**config.mk**
```make
export PLATFORM = sky130hd
export DESIGN_NAME = world_map_switcher
export DESIGN_NICKNAME = d
export VERILOG_FILES = /design/src/rtl/world_map_switcher.sv
export SDC_FILE = /design/constraint.sdc
export NUM_CORES = 1
export LEC_CHECK = 0
export CAP_MARGIN = 5
export CORE_UTILIZATION = 53
export CTS_CLUSTER_SIZE = 28
export DETAILED_ROUTE_END_ITERATION = 7
export GPL_TIMING_DRIVEN = 0
export PLACE_DENSITY = 0.74
export SLEW_MARGIN = 30
export SYNTH_ARGS = -nofsm -noshare
export SYNTH_HDL_FRONTEND = slang
export SYNTH_SLANG_ARGS = --single-unit
```
**constraint.sdc**
```tcl
create_clock -name clk -period 2.2 [get_ports clk]
set_input_delay 0.22 -clock clk [delete_from_list [all_inputs] [get_ports clk]]
set_output_delay 0.22 -clock clk [all_outputs]
set_load 0.05 [all_outputs]
```
**src/rtl/world_map_switcher.sv**
```systemverilog
// World map select sequencer: debounces a map request, waits for vertical
// blanking, then swaps the map while holding the rojobot in reset.
`timescale 1ns/1ps
module world_map_switcher #(
    parameter int STABLE_CYCLES = 16,
    parameter int HOLD_CYCLES   = 8,
    parameter int FRAME_TIMEOUT = 1048576
) (
    input  logic       clk,
    input  logic       reset_n,
    input  logic [1:0] sw_map,
    input  logic       frame_start,
    output logic [1:0] map_sel,
    output logic       bot_hold,
    output logic       busy,
    output logic [7:0] switch_count
);

    localparam int STB_W = $clog2(STABLE_CYCLES + 1);
    localparam int HLD_W = $clog2(HOLD_CYCLES + 1);
    localparam int TMO_W = $clog2(FRAME_TIMEOUT + 1);

    localparam logic [STB_W-1:0] STB_LAST = STB_W'(STABLE_CYCLES - 1);
    localparam logic [HLD_W-1:0] HLD_LAST = HLD_W'(HOLD_CYCLES - 1);
    localparam logic [TMO_W-1:0] TMO_LAST = TMO_W'(FRAME_TIMEOUT - 1);

    typedef enum logic [2:0] {
        IDLE,
        WAIT_STABLE,
        WAIT_FRAME,
        HOLD,
        RELEASE
    } state_t;

    state_t           state_q, state_d;
    logic [1:0]       req;
    logic [1:0]       target_q, target_d;
    logic [STB_W-1:0] stb_q, stb_d;
    logic [HLD_W-1:0] hld_q, hld_d;
    logic [TMO_W-1:0] tmo_q, tmo_d;
    logic [1:0]       map_q, map_d;
    logic             hold_q, hold_d;
    logic [7:0]       cnt_q, cnt_d;

    // SW14 (LR map) wins over SW13 (loop map)
    always_comb begin
        if (sw_map[1]) begin
            req = 2'd2;
        end else if (sw_map[0]) begin
            req = 2'd1;
        end else begin
            req = 2'd0;
        end
    end

    always_comb begin
        state_d  = state_q;
        target_d = target_q;
        stb_d    = stb_q;
        hld_d    = hld_q;
        tmo_d    = tmo_q;
        map_d    = map_q;
        hold_d   = hold_q;
        cnt_d    = cnt_q;
        unique case (state_q)
            IDLE: begin
                if (req != map_q) begin
                    target_d = req;
                    stb_d    = '0;
                    state_d  = WAIT_STABLE;
                end
            end
            WAIT_STABLE: begin
                if (req == map_q) begin
                    state_d = IDLE;
                end else if (req != target_q) begin
                    target_d = req;
                    stb_d    = '0;
                end else if (stb_q == STB_LAST) begin
                    tmo_d   = '0;
                    state_d = WAIT_FRAME;
                end else begin
                    stb_d = stb_q + STB_W'(1);
                end
            end
            WAIT_FRAME: begin
                // a changed request outranks a coincident frame pulse
                if (req == map_q) begin
                    state_d = IDLE;
                end else if (req != target_q) begin
                    target_d = req;
                    stb_d    = '0;
                    state_d  = WAIT_STABLE;
                end else if (frame_start || tmo_q == TMO_LAST) begin
                    map_d   = target_q;
                    hold_d  = 1'b1;
                    hld_d   = '0;
                    state_d = HOLD;
                end else begin
                    tmo_d = tmo_q + TMO_W'(1);
                end
            end
            HOLD: begin
                if (hld_q == HLD_LAST) begin
                    hold_d  = 1'b0;
                    state_d = RELEASE;
                    if (cnt_q != 8'hFF) begin
                        cnt_d = cnt_q + 8'd1;
                    end
                end else begin
                    hld_d = hld_q + HLD_W'(1);
                end
            end
            RELEASE: begin
                state_d = IDLE;
            end
            default: begin
                state_d = IDLE;
            end
        endcase
    end

    always_ff @(posedge clk or negedge reset_n) begin
        if (!reset_n) begin
            state_q  <= IDLE;
            target_q <= 2'd0;
            stb_q    <= '0;
            hld_q    <= '0;
            tmo_q    <= '0;
            map_q    <= 2'd0;
            hold_q   <= 1'b0;
            cnt_q    <= 8'd0;
        end else begin
            state_q  <= state_d;
            target_q <= target_d;
            stb_q    <= stb_d;
            hld_q    <= hld_d;
            tmo_q    <= tmo_d;
            map_q    <= map_d;
            hold_q   <= hold_d;
            cnt_q    <= cnt_d;
        end
    end

    assign map_sel      = map_q;
    assign bot_hold     = hold_q;
    assign busy         = (state_q != IDLE);
    assign switch_count = cnt_q;

endmodule

```
[Word level (Yosys, flattened, before mapping)]
Index checks and enable logic that the tools add are counted.
Storage, ports and cells
  bits in registers: 46
  input bits: 5
  output and inout bits: 12
  word-level logic and storage cells: 96
Operators by class
  add/sub/neg operators: 4
  eq/ne operators: 27
  mux-type cells: 39
  bitwise logic cells: 2
  reductions and logical operators: 16
Operators with widths (count)
  two-way mux 21 bit: 6
  one-hot mux 21 bit (2 select lines): 1
  two-way mux 5 bit: 6
  two-way mux 3 bit: 8
  inequality test 2 bit, second input constant: 12
  adder 21 x 1 -> 21 bit, second input constant: 1
  == test 21 x 20 -> 1 bit, second input constant: 1
  two-way mux 4 bit: 4
  one-hot mux 5 bit (3 select lines): 1
  AND reduction 5 bit: 3
  one-hot mux 3 bit (4 select lines): 1
  inequality test 3 bit, second input constant: 3
  adder 8 x 1 -> 8 bit, second input constant: 1
  two-way mux 2 bit: 4
  inequality test 8 bit, second input constant: 1
  one-hot mux 4 bit (2 select lines): 1
  AND reduction 4 bit: 2
  AND reduction 7 bit: 1
  == test 3 x 2 -> 1 bit, second input constant: 2
  AND reduction 6 bit: 1
  nonzero test 2 bit: 3
  nonzero test 3 bit: 2
  adder 5 x 1 -> 5 bit, second input constant: 1
  == test 5 x 4 -> 1 bit, second input constant: 1
  other kinds (15): 21

[Depth between registers and ports, before layout]
Gate-level depths: netlist of run 1.
  depth in word-level cells: 6
  depth in mapped cells: 8
  depth with buffers taken out: 7

[Worst setup path after synthesis of run 1]
Ideal clock, no wire load.
  kind: reg-to-reg
  start: register map_q[0] (netlist: map_sel[0])
  end: register tmo_q[2]
  library setup time: 126 ps
  arrival time: 2002 ps
  required time: 2074 ps
  path slack: 72 ps
  stages on the path, launching flop included: 7
  buffers on the path: 1
  cell sequence: dfrtp_1 nor2b_1 o22ai_1 a32o_1 clkbuf_1 o21ai_4 a221o_1
Between the ends
  cells in the longest elaborated chain, start to end: 3
  elaborated cells on any way between the ends: 4
  those cells by class: eq/ne (3); reduce/logical (1)
RTL lines
  start: declaration: RTL line 41  | logic [1:0] map_q, map_d;
  start signal: assignment: RTL line 139  | map_q <= map_d;
  == test 2 bit *: RTL line 74, 88
  inequality test 2 bit (no source line)
  AND reduction 7 bit (no source line) *
  end signal: assignment: RTL line 138  | tmo_q <= tmo_d;
  end: declaration: RTL line 40  | logic [TMO_W-1:0] tmo_q, tmo_d;
Mark *: on every way between the ends. The rest lies on a longest branch, timed or not.
A chain may end at the register's enable or synchronous reset.

[Final worst setup path of run 1]
  start: register state_q[2]
  end: output port busy
Between the ends
  cells in the longest elaborated chain, start to end: 1
RTL lines
  start: declaration: RTL line 35  | state_t state_q, state_d;
  start signal: assignment: RTL line 134  | state_q <= state_d;
  nonzero test 3 bit: RTL line 147  | assign busy = (state_q != IDLE);
  end: declaration: RTL line 15  | output logic busy,
Every way passes these cells.

==> results of run 1 <==
==> power breakdown <==
group	internal, mW	switching, mW
sequential	0.872	0.0263
clock	0.254	0.282
combinational	0.108	0.190
==> through the flow <==
step                cells  setup WS (ps)
detailed placement    348           -338
global route          359          -19.0
floorplan             265           72.0
CTS                   357           20.1
global placement      348           -429
finish                359           70.8
==> state kept, by name, indices dropped and copies added, names as in the netlist <==
name and count:
tmo_q 21, bot_hold 1, hld_q 4, stb_q 5, switch_count 8, target_q 2, state_q 3, map_sel 2
==> critical path, stage by stage (launching register included) <==
cell	delay, ps
dfrtp_1	500
or3_1	400
clkdlybuf4s50_1	700
==> per-layer routing <==
metal  track usage  up-vias  share of wire
met5             0        -              0
met4        0.0784        0          0.012
met3        0.0458        4          0.042
met2         0.348       43           0.46
met1         0.326     1027           0.48
li1              -     1052              -
==> final timing paths <==
check / from / endpoint / slack, ps / cells past startpoint
max: state_q[2]$_DFFE_PN0P_ / busy / 70 / 2
min in group clk: stb_q[4]$_DFFE_PN0P_ / stb_q[4]$_DFFE_PN0P_ / 490 / 2
min reg2reg: stb_q[4]$_DFFE_PN0P_ / stb_q[4]$_DFFE_PN0P_ / 490 / 2
max in group asynchronous: reset_n / switch_count[7]$_DFFE_PN0P_ / 1320 / 2
min: reset_n / stb_q[3]$_DFFE_PN0P_ / 460 / 2
max reg2reg: state_q[1]$_DFFE_PN0P_ / tmo_q[5]$_DFFE_PN0P_ / 80 / 6
==> timing repair <==
item	4_1_cts	5_1_grt
pin swaps	0	3
endpoints found under the hold margin	46	0
resized for setup	3	8
setup buffers	0	3
hold buffers	1	0
setup endpoints to repair	13	26
==> cell usage after synthesis (2+ instances only) <==
master    count  area (um2)
or3_1         3        18.8
xor2_1        3        26.3
buf_2         3        15.0
a211oi_1      4        30.0
and3b_1       2        17.5
nand3_1      14        70.1
nand2b_1      6        37.5
nand2_1      23        86.3
nor2b_1       5        31.3
nor2_1       18        67.6
a21o_1        5        37.5
clkbuf_1      5        18.8
nand3b_1      2        15.0
inv_1         4        15.0
nand4_1       6        37.5
a31oi_1       8        50.1
a21oi_1       3        15.0
dfrtp_1      46        1150
mux2_2        6        67.6
o21ai_0      17        85.1
mux2i_1       7        70.1
or2_2         2        12.5
a221o_1       6        60.1
nor3_1        9        45.0
xnor2_1       6        52.6
a21boi_0      3        22.5
ha_1          5        62.6
and3_1       11        68.8
==> area by class of cell <==
class / count / area [um2] / share of cell area
inverters: 4 / 15.0 / 0.00493
plain buffers: 8 / 43.8 / 0.0144
repair buffers: 20 / 190 / 0.0625
multi-input cells: 206 / 1470 / 0.482
well taps: 67 / 83.8 / 0.0275
clock buffers: 7 / 86.3 / 0.0284
flip-flops and latches: 46 / 1150 / 0.378
clock inverters: 1 / 5.00 / 0.00164
==> kinds of logic (layout without fill, tap and decap cells) <==
| group | Yosys count | in the layout | synth area share |
|---|---|---|---|
| and+or+nand+nor | 109 | 109 | 0.226 |
| xor gates and xnor gates | 9 | 9 | 0.0300 |
| DFF | 46 | 46 | 0.438 |
| AOI/OAI and AO/OA | 69 | 69 | 0.202 |
| adders and majority gates | 6 | 6 | 0.0276 |
| buffers and inverters | 13 | 40 | 0.0229 |
| muxes | 13 | 13 | 0.0524 |
==> impl_metrics.tcl, run 1 <==
set metrics [dict create \
    hold_path_class "input port to asynchronous set/reset pin" \
    grt_max_degree 47 \
    cp-end-kind "output pin" \
    tightest_slew_ps 595 \
    io_pins 17 \
    final_cell_mix "dfrtp_1, nand2_1, nor2_1, o21ai_0, clkdlybuf4s50_1" \
    p_leak_nw 1.27 \
    synthesis.area_um2 2630 \
    dieArea_um2 5240 \
    dieWidth_um 72.4 \
    finalHoldViolCount 0 \
    nFillCells 396 \
    synthFlopType "dfrtp_1" \
    htreeDepth 2 \
    setup_tns_ps 0 \
    syn_avg_cell_area_um2 9.91 \
    wl_per_cell_um 15.0 \
    ys_seq_area_frac 0.438 \
    status "completed" \
    synth_cell_type_count 61 \
    cts.path.max_buffers 2 \
    clock_sinks 46 \
    synth_nets 275 \
    drt_iter0_drc 148 \
    die_h_um 72.4 \
    drtAntennaViolNets 0 \
    rsz0062_at_grt "true" \
    overflow 0 \
    vias_per_cell 5.92 \
    yosys_warnings 0 \
    grt_pass1_vias 1906 \
    async_flop_share 1.00 \
    critPathLaunchType "register" \
    total_power_mw 1.73 \
    synth_cells 265 \
    clk_latency_ps 300 \
    clk_pin_slew_ps 90 \
    dp_hpwl_um 3620 \
    critPathArrivalTime_ps 1910 \
    drv_cap 0 \
    vias 2126 \
    cts_made_buffers 5 \
    io_buffers 16 \
    period_share 0.968 \
    synth_seq_cells 46 \
    power_density_nw_per_um2 570 \
    fp-row-count 25 \
    peakVddDrop_mv 0.377 \
    fin_skew_ps 9.94 \
    grt_usage 0.229 \
    nNetsFinal 301 \
    antenna_found_initial 0 \
    final_util 0.640 \
    area_delta_synth_final_pct 15.9 \
    synth_edf_count 0 \
    stdcell_area_um2 3040 \
    critical_path_required_ps 1980 \
    final_common_cell "dfrtp_1" \
    drive_gt1_frac 0.137 \
    coreArea_um2 4750 \
    path_max_fanout 7 \
    first_pass_iters 5 \
    slew_violations 0 \
    root_buffer "clkbuf_8" \
    antenna_cells 0 \
    cts_tree "yes" \
    placed_area_um2 2870 \
    start_util 0.552 \
    crit_type "register to output pin" \
    setup_viol 0 \
    finalCriticalPeriod_ps 2130 \
    grt_pass1_wl_um 9210 \
    slew_headroom 0.603 \
    route.detailed.drc 0 \
    fin_hold_ws_ps 458 \
    max_freq_ghz 0.470 \
    place_congestion 0.840 \
    routed_wl_um 5390 \
]
Power figures use the tool's default switching activity.
==> inputs of run 2 (changes only) <==
--- a/config.mk
+++ b/config.mk
@@ -9,6 +9,7 @@
 export CORE_UTILIZATION = 53
 export CTS_CLUSTER_SIZE = 28
 export DETAILED_ROUTE_END_ITERATION = 7
+export GPL_ROUTABILITY_DRIVEN = 0
 export GPL_TIMING_DRIVEN = 0
 export PLACE_DENSITY = 0.74
 export SLEW_MARGIN = 30
==> results of run 2 <==
The final DEF is identical to that of run 1; final timing and power are the same.
==> inputs of run 3 (changes only) <==
--- a/config.mk
+++ b/config.mk
@@ -6,12 +6,13 @@
 export NUM_CORES = 1
 export LEC_CHECK = 0
 export CAP_MARGIN = 5
-export CORE_UTILIZATION = 53
+export CORE_UTILIZATION = 54
 export CTS_CLUSTER_SIZE = 28
 export DETAILED_ROUTE_END_ITERATION = 7
+export DONT_BUFFER_PORTS = 1
 export GPL_ROUTABILITY_DRIVEN = 0
 export GPL_TIMING_DRIVEN = 0
-export PLACE_DENSITY = 0.74
+export PLACE_DENSITY = 0.71
 export SLEW_MARGIN = 30
 export SYNTH_ARGS = -nofsm -noshare
 export SYNTH_HDL_FRONTEND = slang
==> run 3 against run 2 <==
Net effect:
- largest cell class unchanged
- clock-buffer cell count is 1 lower
- sequential share of layout area is 1.3 points higher
- combinational power is 5% lower
- global-route usage is 0.62 points lower
- clock power hardly changed
- core utilization is 1.1 points lower
- highest routed layer unchanged
- die area is 1.8% lower
- non-clock buffer count is 10 lower
- sequential power hardly changed
- flip-flop and latch count stayed put
==> impl_metrics.tcl, run 3 (same netlist as run 1, synthesis figures left out) <==
set metrics [dict create \
    status "completed" \
    dieArea_um2 5150 \
    placed_area_um2 2690 \
    io_pins 17 \
    period_share 0.936 \
    drt_iter0_drc 119 \
    drtAntennaViolNets 0 \
    setup_viol 0 \
    dieWidth_um 71.7 \
    critical_path_required_ps 2380 \
    power.internal_mw 1.22 \
    io_buffers 0 \
    final_common_cell "dfrtp_1" \
    drv_cap 0 \
    busiest_layer "met2" \
    slowest_stage "dfrtp_2" \
    coreArea_um2 4690 \
    power_frac_seq 0.522 \
    slew_violations 0 \
    finalHoldViolCount 0 \
    first_pass_iters 4 \
    overflow 0 \
    slew_headroom 0.590 \
    final_cell_mix "dfrtp_1, nand2_1, nor2_1, o21ai_0, nand3_1" \
    antenna_found_initial 0 \
    p_leak_nw 1.25 \
    startpoint "map_sel[0]$_DFFE_PN0P_" \
    cp-end-kind "register" \
    critPathLaunchType "register" \
    combPwrFrac 0.165 \
    routed_wl_um 5340 \
    largest-register "tmo_q" \
    largest_reg_flops 21 \
    antenna_cells 0 \
    swShare 0.290 \
    reg2reg_from "map_sel[0]$_DFFE_PN0P_" \
    clk_pin_slew_ps 90 \
    die_h_um 71.7 \
    area_delta_synth_final_pct 12.4 \
    nNetsFinal 291 \
    pwr-share-clk 0.312 \
    path_max_fanout 10 \
    cts_tree "yes" \
    place_inst 319 \
    finalCriticalPeriod_ps 2060 \
    setup_tns_ps 0 \
    hold_path_class "input port to register" \
    setup_ws_ps 141 \
    peakVddDrop_mv 0.341 \
    holdCritStartpoint "sw_map[0]" \
    crit_path_cell_trace "nor2b_1 > o22ai_2 > a32o_1 > clkbuf_4 > o21ai_4 > a221o_1" \
    max_freq_ghz 0.486 \
    route.detailed.drc 0 \
    min_path_cells 2 \
    drive_gt1_frac 0.184 \
    met2_usage 0.353 \
    dp_hpwl_um 3590 \
    crit_type "register to register" \
    post-place-ws_ps -368 \
    critPathArrivalTime_ps 2240 \
    stdcell_count 336 \
    vias 2080 \
    clk_latency_ps 300 \
    max_stage_delay_ps 550 \
    fp-row-count 25 \
    grt.met1_usage 0.310 \
    start_util 0.560 \
    fin_skew_ps 10.2 \
    switchingPower_mw 0.500 \
    grt_usage 0.222 \
    grt_pass1_vias 1933 \
    grt_pass1_wl_um 9030 \
    grt_max_degree 47 \
    rsz0062_at_grt "false" \
    wl_per_cell_um 15.9 \
    cts_made_buffers 5 \
    gr-usage-met3 0.0492 \
    htreeDepth 2 \
    stdcell_area_um2 2950 \
    r2r_cells 6 \
    power_density_nw_per_um2 584 \
    total_power_mw 1.72 \
    root_buffer "clkbuf_8" \
    cts.path.max_buffers 2 \
    clock_sinks 46 \
    vias_per_cell 6.19 \
    tightest_slew_ps 615 \
]
-- run 3: worst paths after layout --
check,to,slack (ps)
hold / removal,target_q[0]$_DFFE_PN0P_,180
hold reg to reg,stb_q[4]$_DFFE_PN0P_,490
max in group asynchronous,switch_count[1]$_DFFE_PN0P_,1540
setup / recovery,tmo_q[15]$_DFFE_PN0P_,140
min in group asynchronous,target_q[0]$_DFFE_PN0P_,410
setup reg to reg,tmo_q[15]$_DFFE_PN0P_,140
-- run 3: final cells by class --
cell class / count / area [um2]
buffer: 8 / 46.3
sequential: 46 / 1160
tap: 54 / 67.6
clock buffer: 6 / 82.6
timing repair buffer: 10 / 97.6
clock inverter: 2 / 12.5
inverter: 4 / 15.0
fill: 379 / 1740
multi-input combinational: 206 / 1470
-- run 3: through the flow --
stage	hold slack [ps]	utilization
after floorplan	-75.6	-
after global placement	-73.8	0.574
after detailed placement	-73.5	0.574
after CTS	184	0.612
after global routing	203	0.629
final	184	0.629
-- run 3: timing repair --
| item | 4_1_cts | 5_1_grt |
|---|---|---|
| setup buffers | 0 | 8 |
| gates resized for setup | 10 | 9 |
| pin swaps | 0 | 4 |
| endpoints found under the setup margin | 25 | 27 |
| endpoints found under the hold margin | 46 | 0 |
| hold buffers | 2 | 0 |
-- run 3: worst max-delay path: cells and delay by family (launching register included) --
| kind | cells | cell delay [ps] |
|---|---|---|
| buffers and inverters | 1 | 240 |
| AOI/OAI and AO/OA | 4 | 950 |
| and+or+nand+nor | 1 | 190 |
| DFF | 1 | 550 |
-- run 3: power groups by stage --
stage	Combinational, mW	Sequential (mW)	Clock [mW]
after global placement	0.244	0.915	0
after CTS	0.278	0.900	0.556
after global routing	0.316	0.906	0.587
final	0.285	0.900	0.538
after floorplan	0.206	0.908	0
after detailed placement	0.246	0.917	0
-- run 3: metal layers --
layer | vias up | wire length [um]
met5 | - | 0
met4 | 0 | 55
met3 | 6 | 249
met2 | 43 | 2450
met1 | 1000 | 2580
li1 | 1031 | -
